`config.mk`:
```
export PLATFORM = sky130hd
export DESIGN_NAME = countdown_ctrl
export DESIGN_NICKNAME = d
export VERILOG_FILES = /design/src/rtl/countdown_ctrl.sv
export SDC_FILE = /design/constraint.sdc
export NUM_CORES = 1
export LEC_CHECK = 0
export ABC_CLOCK_PERIOD_IN_PS = 2780
export CAP_MARGIN = 20
export CORE_MARGIN = 2
export CORE_UTILIZATION = 32
export CTS_CLUSTER_DIAMETER = 60
export DETAILED_ROUTE_END_ITERATION = 10
export GPL_TIMING_DRIVEN = 0
export PLACE_DENSITY_LB_ADDON = 0.05
export SLEW_MARGIN = 30
export SYNTH_ARGS = -nofsm -noshare
export SYNTH_HDL_FRONTEND = slang
export SYNTH_SLANG_ARGS = --single-unit
export TNS_END_PERCENT = 5
```
`constraint.sdc`:
```
create_clock -name clock -period 2.78 [get_ports clock]
set_input_delay 0.834 -clock clock [delete_from_list [all_inputs] [get_ports clock]]
set_output_delay 0.834 -clock clock [all_outputs]
set_load 0.05 [all_outputs]
```
`src/rtl/countdown_ctrl.sv`:
```
// rtl/countdown_ctrl.sv - two-digit BCD countdown sequencer with prescaled tick
module countdown_ctrl #(
    parameter int TICK_DIV = 50000000,
    parameter int DIV_W    = 26
) (
    input  logic       clock,
    input  logic       reset,
    input  logic       load,
    input  logic [3:0] load_h,
    input  logic [3:0] load_l,
    input  logic       start,
    input  logic       pause,
    output logic [3:0] TimeH,
    output logic [3:0] TimeL,
    output logic       running,
    output logic       done,
    output logic       alarm
);

    typedef enum logic [1:0] {
        IDLE  = 2'd0,
        RUN   = 2'd1,
        PAUSE = 2'd2,
        DONE  = 2'd3
    } state_t;

    localparam logic [DIV_W-1:0] PRESC_LAST = DIV_W'(TICK_DIV - 1);

    state_t           state, state_n;
    logic [DIV_W-1:0] presc, presc_n;
    logic [3:0]       reload_h, reload_l, reload_h_n, reload_l_n;
    logic [3:0]       time_h_n, time_l_n;
    logic             done_n;
    logic             tick;
    logic [3:0]       dec_h, dec_l;
    logic             dec_zero;

    // Tick fires in the RUN cycle where the prescaler sits at its last value.
    always_comb begin
        tick = (state == RUN) && (presc == PRESC_LAST);
        if (TimeL != 4'd0) begin
            dec_h = TimeH;
            dec_l = TimeL - 4'd1;
        end else begin
            dec_h = (TimeH != 4'd0) ? TimeH - 4'd1 : 4'd0;
            dec_l = 4'd9;
        end
        dec_zero = (dec_h == 4'd0) && (dec_l == 4'd0);
    end

    // Next-state and next-data: load beats start beats pause; ticks act in RUN.
    always_comb begin
        state_n    = state;
        presc_n    = presc;
        reload_h_n = reload_h;
        reload_l_n = reload_l;
        time_h_n   = TimeH;
        time_l_n   = TimeL;
        done_n     = 1'b0;

        if (load) begin
            time_h_n   = (load_h > 4'd9) ? 4'd9 : load_h;
            time_l_n   = (load_l > 4'd9) ? 4'd9 : load_l;
            reload_h_n = time_h_n;
            reload_l_n = time_l_n;
            presc_n    = '0;
            state_n    = IDLE;
        end else if (start && (state != RUN)) begin
            case (state)
                IDLE: begin
                    if ((TimeH != 4'd0) || (TimeL != 4'd0)) begin
                        state_n = RUN;
                        presc_n = '0;
                    end
                end
                PAUSE: state_n = RUN;
                DONE: begin
                    time_h_n = reload_h;
                    time_l_n = reload_l;
                    presc_n  = '0;
                    state_n  = ((reload_h == 4'd0) && (reload_l == 4'd0)) ? IDLE : RUN;
                end
                default: state_n = state;
            endcase
        end else begin
            case (state)
                RUN: begin
                    if (tick) begin
                        presc_n  = '0;
                        time_h_n = dec_h;
                        time_l_n = dec_l;
                        if (dec_zero) begin
                            state_n = DONE;
                            done_n  = 1'b1;
                        end else if (pause) begin
                            state_n = PAUSE;
                        end
                    end else if (pause) begin
                        state_n = PAUSE;
                    end else begin
                        presc_n = presc + DIV_W'(1);
                    end
                end
                PAUSE: begin
                    if (pause) begin
                        state_n = RUN;
                    end
                end
                default: state_n = state;
            endcase
        end
    end

    // State, counter and registered outputs; reset overrides everything.
    always_ff @(posedge clock) begin
        if (reset) begin
            state    <= IDLE;
            presc    <= '0;
            reload_h <= 4'd0;
            reload_l <= 4'd0;
            TimeH    <= 4'd0;
            TimeL    <= 4'd0;
            running  <= 1'b0;
            done     <= 1'b0;
            alarm    <= 1'b0;
        end else begin
            state    <= state_n;
            presc    <= presc_n;
            reload_h <= reload_h_n;
            reload_l <= reload_l_n;
            TimeH    <= time_h_n;
            TimeL    <= time_l_n;
            running  <= (state_n == RUN);
            done     <= done_n;
            alarm    <= (state_n == DONE);
        end
    end

endmodule

```
* Yosys cells after proc, flatten, opt, wreduce, memory -nomap -nowiden
Index checks and enable logic that the tools add are counted.
Widths: inputs -> output; s select.
** Cells by class
- Add/subtract/negate cells :: 3
- Magnitude comparators :: 2
- Eq/ne operators :: 11
- Multiplexer cells :: 32
- Bitwise operators :: 2
- Reductions and logical operators :: 19
** Operators by type and width (count)
- $mux 26 :: 5
- $mux 4 :: 15
- $pmux 26 s2 :: 1
- $add 26x1->26 const B :: 1
- $eq 26x26->1 const B :: 1
- $logic_not 4->1 :: 4
- $mux 2 :: 7
- $gt 4x4->1 const B :: 2
- $reduce_bool 4->1 :: 2
- $sub 4x1->4 const B :: 2
- $eq 2x2->1 const B :: 3
- $ne 3x1->1 const B :: 2
- $pmux 2 s3 :: 1
- $reduce_bool 3->1 :: 2
- $reduce_or 5->1 :: 1
- $eq 2x1->1 const B :: 2
- $logic_and 1x1->1 :: 4
- $pmux 2 s2 :: 1
- $reduce_and 4->1 :: 1
- $ne 3x2->1 const B :: 1
- $ne 3x3->1 const B :: 1
- $reduce_and 3->1 :: 1
- $logic_not 2->1 :: 1
- $mux 1 :: 2
- other kinds (5) :: 6
** Word-level totals
- Bits in registers :: 47
- Output and inout port bits :: 11
- Word-level logic and storage cells :: 78

* Depth between registers and ports, before layout
Gate-level depths: netlist of run 1.
- Depth in word-level cells :: 11
- Depth in mapped cells :: 10
- Mapped depth without buffers :: 8

* Worst setup path before layout of run 1
No wires, ideal clock.
- Path kind :: register to register
- Start :: reg TimeL[0]
- End :: reg presc[11]
- Library setup time :: 119 ps
- Arrival :: 2325 ps
- Slack :: 336 ps
- Stages on the path, launching flop included :: 8
- Buffers on the path :: 2
- Period minus slack after synthesis :: 2444 ps
- Cells stage by stage :: dfxtp_1 clkbuf_1 nor4_1 a31oi_1 nor2_1 clkbuf_1 nor4_1 o221a_2
** Between the ends
- Longest elaborated chain between the ends :: 4
** Ends and longest elaborated chain
- start, declared :: RTL line 14 : output logic [3:0] TimeL,
- start signal, assigned :: RTL line 132 : TimeL <= time_l_n;
- $reduce_bool 4->1 :: RTL line 71 : if ((TimeH != 4'd0) || (TimeL != 4'd0)) begin
- $logic_or 1x1->1 :: RTL line 71
- $ne 3x3->1 (no source line)
- $reduce_and 4->1 (no source line)
- end signal, assigned :: RTL line 128 : presc <= presc_n;
- end, declared :: RTL line 30 : logic [DIV_W-1:0] presc, presc_n;
No other way between the ends.
A chain may end at the register's enable or synchronous reset.

* Worst setup path after layout of run 1
- Start :: in start
- End :: reg presc[11]
** Between the ends
- Longest elaborated chain between the ends :: 3
** Ends and longest elaborated chain
- start, declared :: RTL line 11 : input logic start,
- $logic_and 1x1->1 (*) :: RTL line 68 : end else if (start && (state != RUN)) begin
- $ne 3x1->1 (no source line), or another cell as far along
- $reduce_and 4->1 (no source line)
Every way passes the cells marked *; elsewhere a longest branch is shown, timed or not.

==> results of run 1 <==
==> through the flow <==
step / total power [uW] / hold WS, ps / util
floorplan: 895 / 457 / -
global placement: 986 / 478 / 0.379
detailed placement: 986 / 475 / 0.379
CTS: 1410 / 491 / 0.392
global route: 1490 / 524 / 0.404
finish: 1400 / 491 / 0.404
==> worst max-delay path, cell delays in order <==
cell and delay (ps):
clkdlybuf4s50_1 570, o21ai_0 140, a31oi_2 230, nor2_2 120, clkbuf_2 260, nor4_1 470
o221a_2 260
==> routing by layer <==
layer	vias up	share of wire	GRT usage
met5	-	0	0
met2	47	0.49	0.313
li1	1297	-	-
met3	8	0.033	0.0295
met4	0	0.012	0.0531
met1	1217	0.46	0.226
==> cells in the mapped netlist (all sizes together) (4+ instances only) <==
library cell and number:
a21oi 22, a31oi 6, clkbuf 15, dfxtp 47, ha 5, inv 9, nand2 30, nand2b 4
nand3 13, nand4 11, nor2 46, nor3 8, nor4 18, o211ai 4, o21ai 14, or2 5
xnor2 13
==> power by group through the flow <==
stage,Clock (uW),Sequential (uW),Combinational [uW]
floorplan,0,752,142
global placement,0,727,260
detailed placement,0,727,259
CTS,440,711,263
global route,472,716,299
finish,417,712,272
==> kinds of logic after synthesis <==
logic type / synth area share
adder cells (fa/ha/maj): 0.0239
flip-flops: 0.359
XOR/XNOR: 0.0435
multiplexers: 0.0115
AND/OR/NAND/NOR: 0.326
AO/OA/AOI/OAI: 0.202
buffers and inverters: 0.0344
==> cell type report <==
class / instances / area, sq um / area share
multi-input cells: 260 / 1670 / 0.531
flip-flops and latches: 47 / 941 / 0.299
clock buffers: 6 / 72.6 / 0.0230
inverters: 9 / 33.8 / 0.0107
clock inverters: 2 / 12.5 / 0.00397
well taps: 102 / 128 / 0.0405
plain buffers: 14 / 57.6 / 0.0183
repair buffers: 24 / 233 / 0.0739
==> registers in the layout, summed over array words and instances (netlist names) <==
| name | count |
|---|---|
| alarm | 1 |
| TimeH | 4 |
| TimeL | 4 |
| presc | 26 |
| reload_h | 4 |
| running | 1 |
| done | 1 |
| state | 2 |
| reload_l | 4 |
==> repair_timing <==
| item | CTS | global route |
|---|---|---|
| hold buffers | 0 | 0 |
| setup buffers | 0 | 3 |
| pin swaps | 0 | 1 |
| resized for setup | 3 | 20 |
| setup endpoints to repair | 13 | 25 |
==> worst paths after layout <==
check | start | end | cells after the start
worst max register to register | state[1] | presc[11] | 8
worst max-delay path | start | presc[11] | 7
worst min register to register | reload_h[1] | reload_h[1] | 2
worst min-delay path | reload_h[1] | reload_h[1] | 2
==> run summary, run 1 <==
H-tree depth -> 2
fill count -> 825
Core Rows -> 32
Nets -> 379
clk buf depth -> 2
Die ar. -> 8920 sq um
syn_area_per_cell -> 7.91 sq um
Clk network pwr share -> 0.298
initial antenna violation count -> 0
vias per inst -> 5.54
flop-to-flop setup slack -> 170 ps
fin crit period -> 2640 ps
DIE WIDTH -> 94.4 microns
Starting DRT DRC Count -> 94
ys flop type -> dfxtp_1
asr flop ratio synth -> 0
Synth Net Count -> 349
CTS Buf Count -> 5
Critical Path AT -> 2890 ps
Flop pwr share -> 0.508
commonest non-fill, non-tap cell in the layout -> dfxtp_1
final slew viol count -> 0
Post-synth EDFFs -> 0
Hold Vio Cnt, Final -> 0
Worst Hold Class -> flop to flop
Post-Route WL -> 7.55 mm
total number of vias -> 2,569
Place WS -> -342 ps
core box area -> 7810 sq um
max cap viols -> 0
I/O pins -> 24
Max Clock Freq -> 0.379 GHz
#FFs+latches synth -> 47
synth top area cells -> dfxtp_1, nor2_1, xnor2_1
Layout area overhead -> 20.4%
commonest non-fill, non-tap cells in the layout -> dfxtp_1, nor2_1, nand2_1
RSZ-0062 raised after global routing -> no
total clock sinks -> 47
worst endpoint required time -> 3030 ps
Clock Pin Slew Worst Setup and Hold Paths -> 90 ps
Yosys cell types -> 53
DP HPWL -> 5.62 mm
layout cells sized above 1 -> 0.113
CP max FO -> 10
status -> finished, final reports clean
Final TNS setup -> 0 ps
Synth area leader -> dfxtp_1
CTS root buf -> clkbuf_8
register area share after synthesis -> 0.359
chip height -> 94.4 microns
vias in the first global route -> 2,457
Synthesis Warnings -> 0
P_int -> 961 uW
area share of the largest cell type after synthesis -> 0.359
Port-buffer cells -> 21
Leak -> 0.00102 uW
total gr overflow -> 0
DRC -> 0
wire per inst -> 16.3 microns
Net Switching -> 441 uW
CP Launch Type -> input pin
largest net degree at the start of global routing -> 15
diodes inserted -> 0
final setup vio count -> 0
Mapped Area -> 2620 sq um
DR pass1 iterations -> 4
global-route wire length before repair -> 12.5 mm
worst-skew pair later-pin latency -> 300 ps
Cells after DPL -> 454
DRT antenna net count -> 0
Syn Inst Count -> 331
setup slack after layout -> 138 ps
Comb pwr share -> 0.194
CTS tree -> built
Total Routing Usage GR -> 0.179
skew final -> 7.33 ps
Initial Utilization -> 0.335
period utilisation layout -> 0.950
Max VDD drop -> 0.192 mV
Post-Layout Cell Count -> 464
slew margin rel. -> 0.481
worst-margin pin slew -> 778 ps
post-placement cell area -> 2960 sq um
fin area -> 3150 sq um
critical path endpoint category -> flop
sw frac -> 0.315
Pwr Density -> 445 nW/um^2
WS Path Type -> input pin to flop
RD Place Congestion -> 0.855
Note: power is estimated with default switching activity, not from simulation.
==> inputs of run 2 (changes only) <==
--- a/config.mk
+++ b/config.mk
@@ -8,7 +8,7 @@
 export ABC_CLOCK_PERIOD_IN_PS = 2780
 export CAP_MARGIN = 20
 export CORE_MARGIN = 2
-export CORE_UTILIZATION = 32
+export CORE_UTILIZATION = 51
 export CTS_CLUSTER_DIAMETER = 60
 export DETAILED_ROUTE_END_ITERATION = 10
 export GPL_TIMING_DRIVEN = 0
==> run 2 against run 1 <==
Effect of this change:
- routed wire length is 11% lower
- sequential power hardly changed
- non-clock buffer count is 1 lower
- first-iteration DRC count is 85% higher
- worst setup slack lost 17 ps
- clock power fell by 4%
- sequential share of layout area rose by 0.87 points
- hold slack better by 2.6 ps
- die area down 36%
- power is 1.9% lower
- clock-buffer cell count is 1 higher
- critical endpoint is now presc[3]
==> run summary, run 2 (synthesized netlist as in run 1, its figures left out) <==
initial antenna violation count -> 0 (unchanged)
Worst Hold Class -> flop to flop (unchanged)
Critical Path AT -> 2850 ps (was 2890 ps)
CP max FO -> 10 (unchanged)
core box area -> 5040 sq um (was 7810 sq um)
Hold Path Depth -> 2 (unchanged)
DR pass1 iterations -> 5 (was 4)
wire per inst -> 15.7 microns (was 16.3 microns)
RSZ-0062 raised after global routing -> no (unchanged)
global-route wire length before repair -> 11.1 mm (was 12.5 mm)
total power -> 1380 uW (was 1400 uW)
Starting DRT DRC Count -> 174 (was 94)
Comb pwr share -> 0.192 (was 0.194)
chip height -> 75.6 microns (was 94.4 microns)
P_int -> 960 uW (was 961 uW)
worst-skew pair later-pin latency -> 290 ps (was 300 ps)
commonest non-fill, non-tap cell in the layout -> dfxtp_1 (unchanged)
largest net degree at the start of global routing -> 14 (was 15)
CP Launch Type -> input pin (unchanged)
status -> finished, final reports clean (unchanged)
max reg flops -> 26 (unchanged)
skew final -> 5.18 ps (was 7.33 ps)
Max VDD drop -> 0.217 mV (was 0.192 mV)
flop-to-flop setup slack -> 270 ps (was 170 ps)
DP HPWL -> 4.98 mm (was 5.62 mm)
I/O pins -> 24 (unchanged)
layout cells sized above 1 -> 0.0886 (was 0.113)
Hold Vio Cnt, Final -> 0 (unchanged)
Clk network pwr share -> 0.291 (was 0.298)
slowest CP cell -> clkdlybuf4s50_1 (unchanged)
CTS Buf Count -> 5 (unchanged)
total number of vias -> 2,609 (was 2,569)
Leak -> 0.00100 uW (was 0.00102 uW)
Clock Pin Slew Worst Setup and Hold Paths -> 90 ps (about the same)
FF+latch area -> 941 sq um (unchanged)
RR Endpoint -> presc[4] (was presc[11])
critical path endpoint category -> flop (unchanged)
Core Rows -> 26 (was 32)
worst endpoint required time -> 2980 ps (was 3030 ps)
clk buf depth -> 2 (unchanged)
Die ar. -> 5720 sq um (was 8920 sq um)
Hold Path End -> reload_h[1] (unchanged)
diodes inserted -> 0 (unchanged)
WP buf/inv -> 2 (unchanged)
Nets -> 378 (was 379)
Max Clock Freq -> 0.376 GHz (was 0.379 GHz)
DRC -> 0 (unchanged)
vias in the first global route -> 2,403 (was 2,457)
Net Switching -> 415 uW (was 441 uW)
Initial Utilization -> 0.519 (was 0.335)
period utilisation layout -> 0.956 (was 0.950)
CTS root buf -> clkbuf_8 (unchanged)
CP cell instances -> clkdlybuf4s50_1, nor2b_1, clkbuf_1, a21o_1, nor2_1, a22o_1, a21o_1 (was clkdlybuf4s50_1, o21ai_0, a31oi_2, nor2_2, clkbuf_2, nor4_1, o221a_2)
slowest cell delay on critical path -> 550 ps (was 570 ps)
Reg2Reg Depth -> 9 (was 8)
Finished Core Util -> 0.607 (was 0.404)
Crit path max-delay family -> buffers and inverters (unchanged)
sw frac -> 0.302 (was 0.315)
final slew viol count -> 0 (unchanged)
hold_sp -> reload_h[1] (unchanged)
fin crit period -> 2660 ps (was 2640 ps)
worst-margin pin slew -> 757 ps (was 778 ps)
slew margin rel. -> 0.491 (was 0.481)
logic depth of the worst path, buffers included -> 7 (unchanged)
vias per inst -> 6.05 (was 5.54)
Total Routing Usage GR -> 0.254 (was 0.179)
reg2reg start -> presc[0] (was state[1])
max cap viols -> 0 (unchanged)
DIE WIDTH -> 75.6 microns (was 94.4 microns)
CTS tree -> built (unchanged)
Pwr Density -> 449 nW/um^2 (was 445 nW/um^2)
final setup vio count -> 0 (unchanged)
WS Path Type -> input pin to flop (unchanged)
CP dominant cell by count -> a21o_1
DRT antenna net count -> 0 (unchanged)
Port-buffer cells -> 21 (unchanged)
total gr overflow -> 0 (unchanged)
H-tree depth -> 2 (unchanged)
total clock sinks -> 47 (unchanged)
Post-Route WL -> 6.75 mm (was 7.55 mm)
RD Place Congestion -> 0.928 (was 0.855)
area of the multi-input gates -> 1640 sq um (was 1670 sq um)
fill count -> 445 (was 825)
commonest non-fill, non-tap cells in the layout -> dfxtp_1, nor2_1, nand2_1 (unchanged)
Flop pwr share -> 0.517 (was 0.508)
CP startpoint -> start (unchanged)
Layout area overhead -> 17.0% (was 20.4%)
Top reg by flops -> presc (unchanged)
-- run 2: what timing repair did --
action / 4_1_cts / 5_1_grt
hold buffers: 0 / 0
setup buffers: 0 / 2
resized for setup: 2 / 11
endpoints found under the setup margin: 12 / 24
gates cloned: 0 / 0
pin swaps: 0 / 1
-- run 2: stage by stage --
stage | instance area (sq um) | setup slack (ps) | std cells | hold WS [ps] | setup TNS [ps]
after floorplan | 2620 | 336 | 331 | 457 | 0
after global placement | 2920 | -264 | 422 | 473 | -4450
after detailed placement | 2920 | -279 | 422 | 479 | -4200
after CTS | 3010 | 38.6 | 430 | 491 | 0
after global routing | 3060 | 11.1 | 431 | 517 | 0
final | 3060 | 122 | 431 | 494 | 0
-- run 2: layer usage --
| layer | global-route usage | wire, microns |
|---|---|---|
| met1 | 0.311 | 2910 |
| met2 | 0.447 | 3360 |
| met3 | 0.0463 | 364 |
| met4 | 0.0897 | 123 |
| met5 | 0 | 0 |
-- run 2: cell type report --
class,count,share of cell area
Clock buffer,7,0.0249
Multi-Input combinational cell,260,0.535
Buffer,14,0.0180
Inverter,9,0.0110
Sequential cell,47,0.307
Clock inverter,1,0.00163
Timing Repair Buffer,23,0.0736
Tap cell,70,0.0286
-- run 2: worst max path at each step --
stage / end
after floorplan: presc[11]
after global placement: presc[22]
after detailed placement: presc[20]
after CTS: presc[20]
after global routing: presc[22]
final: presc[3]
-- run 2: power by group through the flow --
stage          combinational, uW  sequential [uW]  clock, uW
2_1_floorplan                142              752          0
3_3_place_gp                 251              725          0
3_5_place_dp                 254              726          0
4_1_cts                      256              710        416
5_1_grt                      290              715        444
6_report                     264              712        400
-- run 2: worst register-to-register path, delay by kind of cell (launching register included) --
kind                     cells  cell delay [ps]
AO/OA/AOI/OAI                1              200
XOR/XNOR                     1              170
adder cells (fa/ha/maj)      1              240
buffers and inverters        2              580
flip-flops                   1              400
AND/OR/NAND/NOR              4              820
==> inputs of run 3 (changes only) <==
--- a/config.mk
+++ b/config.mk
@@ -5,7 +5,7 @@
 export SDC_FILE = /design/constraint.sdc
 export NUM_CORES = 1
 export LEC_CHECK = 0
-export ABC_CLOCK_PERIOD_IN_PS = 2780
+export ABC_CLOCK_PERIOD_IN_PS = 2200
 export CAP_MARGIN = 20
 export CORE_MARGIN = 2
 export CORE_UTILIZATION = 51
==> constraint.sdc (replaced) <==
create_clock -name clock -period 2.2 [get_ports clock]
set_input_delay 0.66 -clock clock [delete_from_list [all_inputs] [get_ports clock]]
set_output_delay 0.66 -clock clock [all_outputs]
set_load 0.05 [all_outputs]
==> run 3 against run 2 <==
Effect of this change:
- the flow now finishes with violations (negative setup slack)
- worst setup slack worse by 200 ps
- die area stayed put
- register-to-register slack worse by 350 ps
- first-iteration DRC count is 8.0% lower
- hold slack worse by 6.1 ps
- cell count is 1.9% higher
- sequential share of layout area is 2.2 points lower
- largest power group unchanged
- highest routed layer unchanged
==> run summary, run 3 (synthesized netlist as in run 1, its figures left out) <==
H-tree depth -> 2 (unchanged)
global-route wire length before repair -> 11.5 mm (was 11.1 mm)
Max VDD drop -> 0.296 mV (was 0.217 mV)
Flop pwr share -> 0.496 (was 0.517)
Pwr Density -> 548 nW/um^2 (was 449 nW/um^2)
Clk network pwr share -> 0.297 (was 0.291)
DR pass1 iterations -> 4 (was 5)
RSZ-0062 raised after global routing -> yes (was no)
CTS Buf Count -> 5 (unchanged)
skew final -> 5.59 ps (was 5.18 ps)
final slew viol count -> 0 (unchanged)
initial antenna violation count -> 0 (unchanged)
final setup vio count -> 10 (was 0)
wire per inst -> 16.9 microns (was 15.7 microns)
P_int -> 1260 uW (was 960 uW)
CP Launch Type -> flop (was input pin)
Die ar. -> 5720 sq um (unchanged)
max reg flops -> 26 (unchanged)
fin crit period -> 2280 ps
fill count -> 451 (was 445)
slowest cell delay on critical path -> 520 ps (was 550 ps)
setup slack after layout -> -79.7 ps (was 122 ps)
worst-skew pair later-pin latency -> 310 ps (was 290 ps)
reg2reg start -> presc[11] (was presc[0])
hold_sp -> reload_h[1] (unchanged)
flop-to-flop setup slack -> -80 ps (was 270 ps)
CTS tree -> built (unchanged)
fin area -> 3320 sq um (was 3060 sq um)
DRC -> 0 (unchanged)
logic depth of the worst path, buffers included -> 7 (unchanged)
RR Endpoint -> presc[11] (was presc[4])
DP HPWL -> 4.97 mm (was 4.98 mm)
Critical Path AT -> 2530 ps (was 2850 ps)
RD Place Congestion -> 0.855 (was 0.928)
period utilisation layout -> 1.04
diodes inserted -> 0 (unchanged)
worst endpoint required time -> 2450 ps (was 2980 ps)
Core Rows -> 26 (unchanged)
Leak -> 0.00112 uW (was 0.00100 uW)
total power -> 1820 uW (was 1380 uW)
commonest non-fill, non-tap cells in the layout -> dfxtp_1, nor2_1, nand2_1 (unchanged)
CP max FO -> 10 (unchanged)
Crit path max-delay family -> simple AND/OR/NAND/NOR gates (was buffers and inverters)
DRT antenna net count -> 0 (unchanged)
critical path endpoint category -> flop (unchanged)
vias in the first global route -> 2,381 (was 2,403)
WP buf/inv -> 2 (unchanged)
Max Clock Freq -> 0.439 GHz
CTS root buf -> clkbuf_8 (unchanged)
sw frac -> 0.309 (was 0.302)
CP cell instances -> or4_4, nor4_4, a21oi_4, buf_4, clkbuf_8, nor4_1, o221a_2 (was clkdlybuf4s50_1, nor2b_1, clkbuf_1, a21o_1, nor2_1, a22o_1, a21o_1)
total number of vias -> 2,712 (was 2,609)
DIE WIDTH -> 75.6 microns (unchanged)
slowest CP cell -> or4_4 (was clkdlybuf4s50_1)
Hold Vio Cnt, Final -> 0 (unchanged)
post-placement cell area -> 2950 sq um (was 2920 sq um)
worst-margin pin slew -> 808 ps (was 757 ps)
Comb pwr share -> 0.206 (was 0.192)
Total Routing Usage GR -> 0.267 (was 0.254)
Clock Pin Slew Worst Setup and Hold Paths -> 80 ps (was 90 ps)
Top reg by flops -> presc (unchanged)
clk buf depth -> 2 (unchanged)
total clock sinks -> 47 (unchanged)
status -> finished, violations left (was finished, final reports clean)
Nets -> 387 (was 378)
Reg2Reg Depth -> 7 (was 9)
chip height -> 75.6 microns (unchanged)
Initial Utilization -> 0.519 (unchanged)
Port-buffer cells -> 21 (unchanged)
layout cells sized above 1 -> 0.201 (was 0.0886)
max cap viols -> 0 (unchanged)
I/O pins -> 24 (unchanged)
Hold Path Depth -> 2 (unchanged)
Worst Hold Class -> flop to flop (unchanged)
total gr overflow -> 0 (unchanged)
Starting DRT DRC Count -> 160 (was 174)
Post-Route WL -> 7.40 mm (was 6.75 mm)
slew margin rel. -> 0.456 (was 0.491)
largest net degree at the start of global routing -> 14 (unchanged)
WS Path Type -> flop to flop (was input pin to flop)
Net Switching -> 562 uW (was 415 uW)
core box area -> 5040 sq um (unchanged)
failing checks -> negative setup slack
vias per inst -> 6.18 (was 6.05)
Hold Path End -> reload_h[1] (unchanged)
Layout area overhead -> 26.7% (was 17.0%)
run 3: cell count changes in the layout (fill, tap and decap cells not counted), moves of 7 or more:
cell and delta:
dlygate4sd2_1 +8, clkdlybuf4s50_1 -8, buf_4 +8, nor4_1 -7
clkbuf_1 -8
run 3: worst max-delay path by stage:
stage | from | to | slack, ps
CTS | presc[9] | presc[5] | -140
global placement | start | presc[23] | -640
global route | state[1] | presc[21] | -170
floorplan | state[1] | presc[5] | -30
finish | presc[11] | presc[11] | -80
detailed placement | start | presc[18] | -650
run 3: per-stage QoR:
stage	setup slack [ps]	util	hold slack [ps]	setup TNS, ps	instances
floorplan	-27.2	-	457	-27.2	331
global placement	-638	0.585	474	-17460	422
detailed placement	-649	0.585	475	-17800	422
finish	-79.7	0.658	488	-334	439
CTS	-136	0.633	487	-549	435
global route	-175	0.658	518	-2810	439
run 3: metal layers:
layer  track usage  up-vias  wire [microns]
met3        0.0476       15             318
met1         0.323     1310            3130
li1              -     1309               -
met5             0        -               0
met4         0.111        0             174
met2         0.467       78            3770
run 3: what timing repair did:
action / CTS / global route
endpoints found under the setup margin: 42 / 33
hold buffers: 0 / 0
setup buffers: 6 / 4
hold endpoints to repair: 0 / 0
pin swaps: 5 / 4
cloned: 1 / 0
resized for setup: 38 / 20
run 3: cell type report:
cell class                 instances  area, sq um  share of cell area
multi-input combinational        260         1780               0.538
clock inverter                     1         5.00             0.00151
sequential                        47          947               0.286
tap                               70         87.6              0.0264
clock buffer                       6         82.6              0.0249
timing repair buffer              32          283              0.0853
buffer                            14         91.3              0.0275
inverter                           9         36.3              0.0109
run 3: worst min-delay path, cell delays in order, from the launching register on:
cell	delay [ps]
dfxtp_1	320
nand2_1	70
a21oi_1	60
run 3: power groups by stage:
stage	logic, uW	clock network (uW)	registers, uW
after CTS	350	553	900
after detailed placement	322	0	919
final	375	541	903
after global placement	321	0	918
after global routing	406	584	906
after floorplan	184	0	953
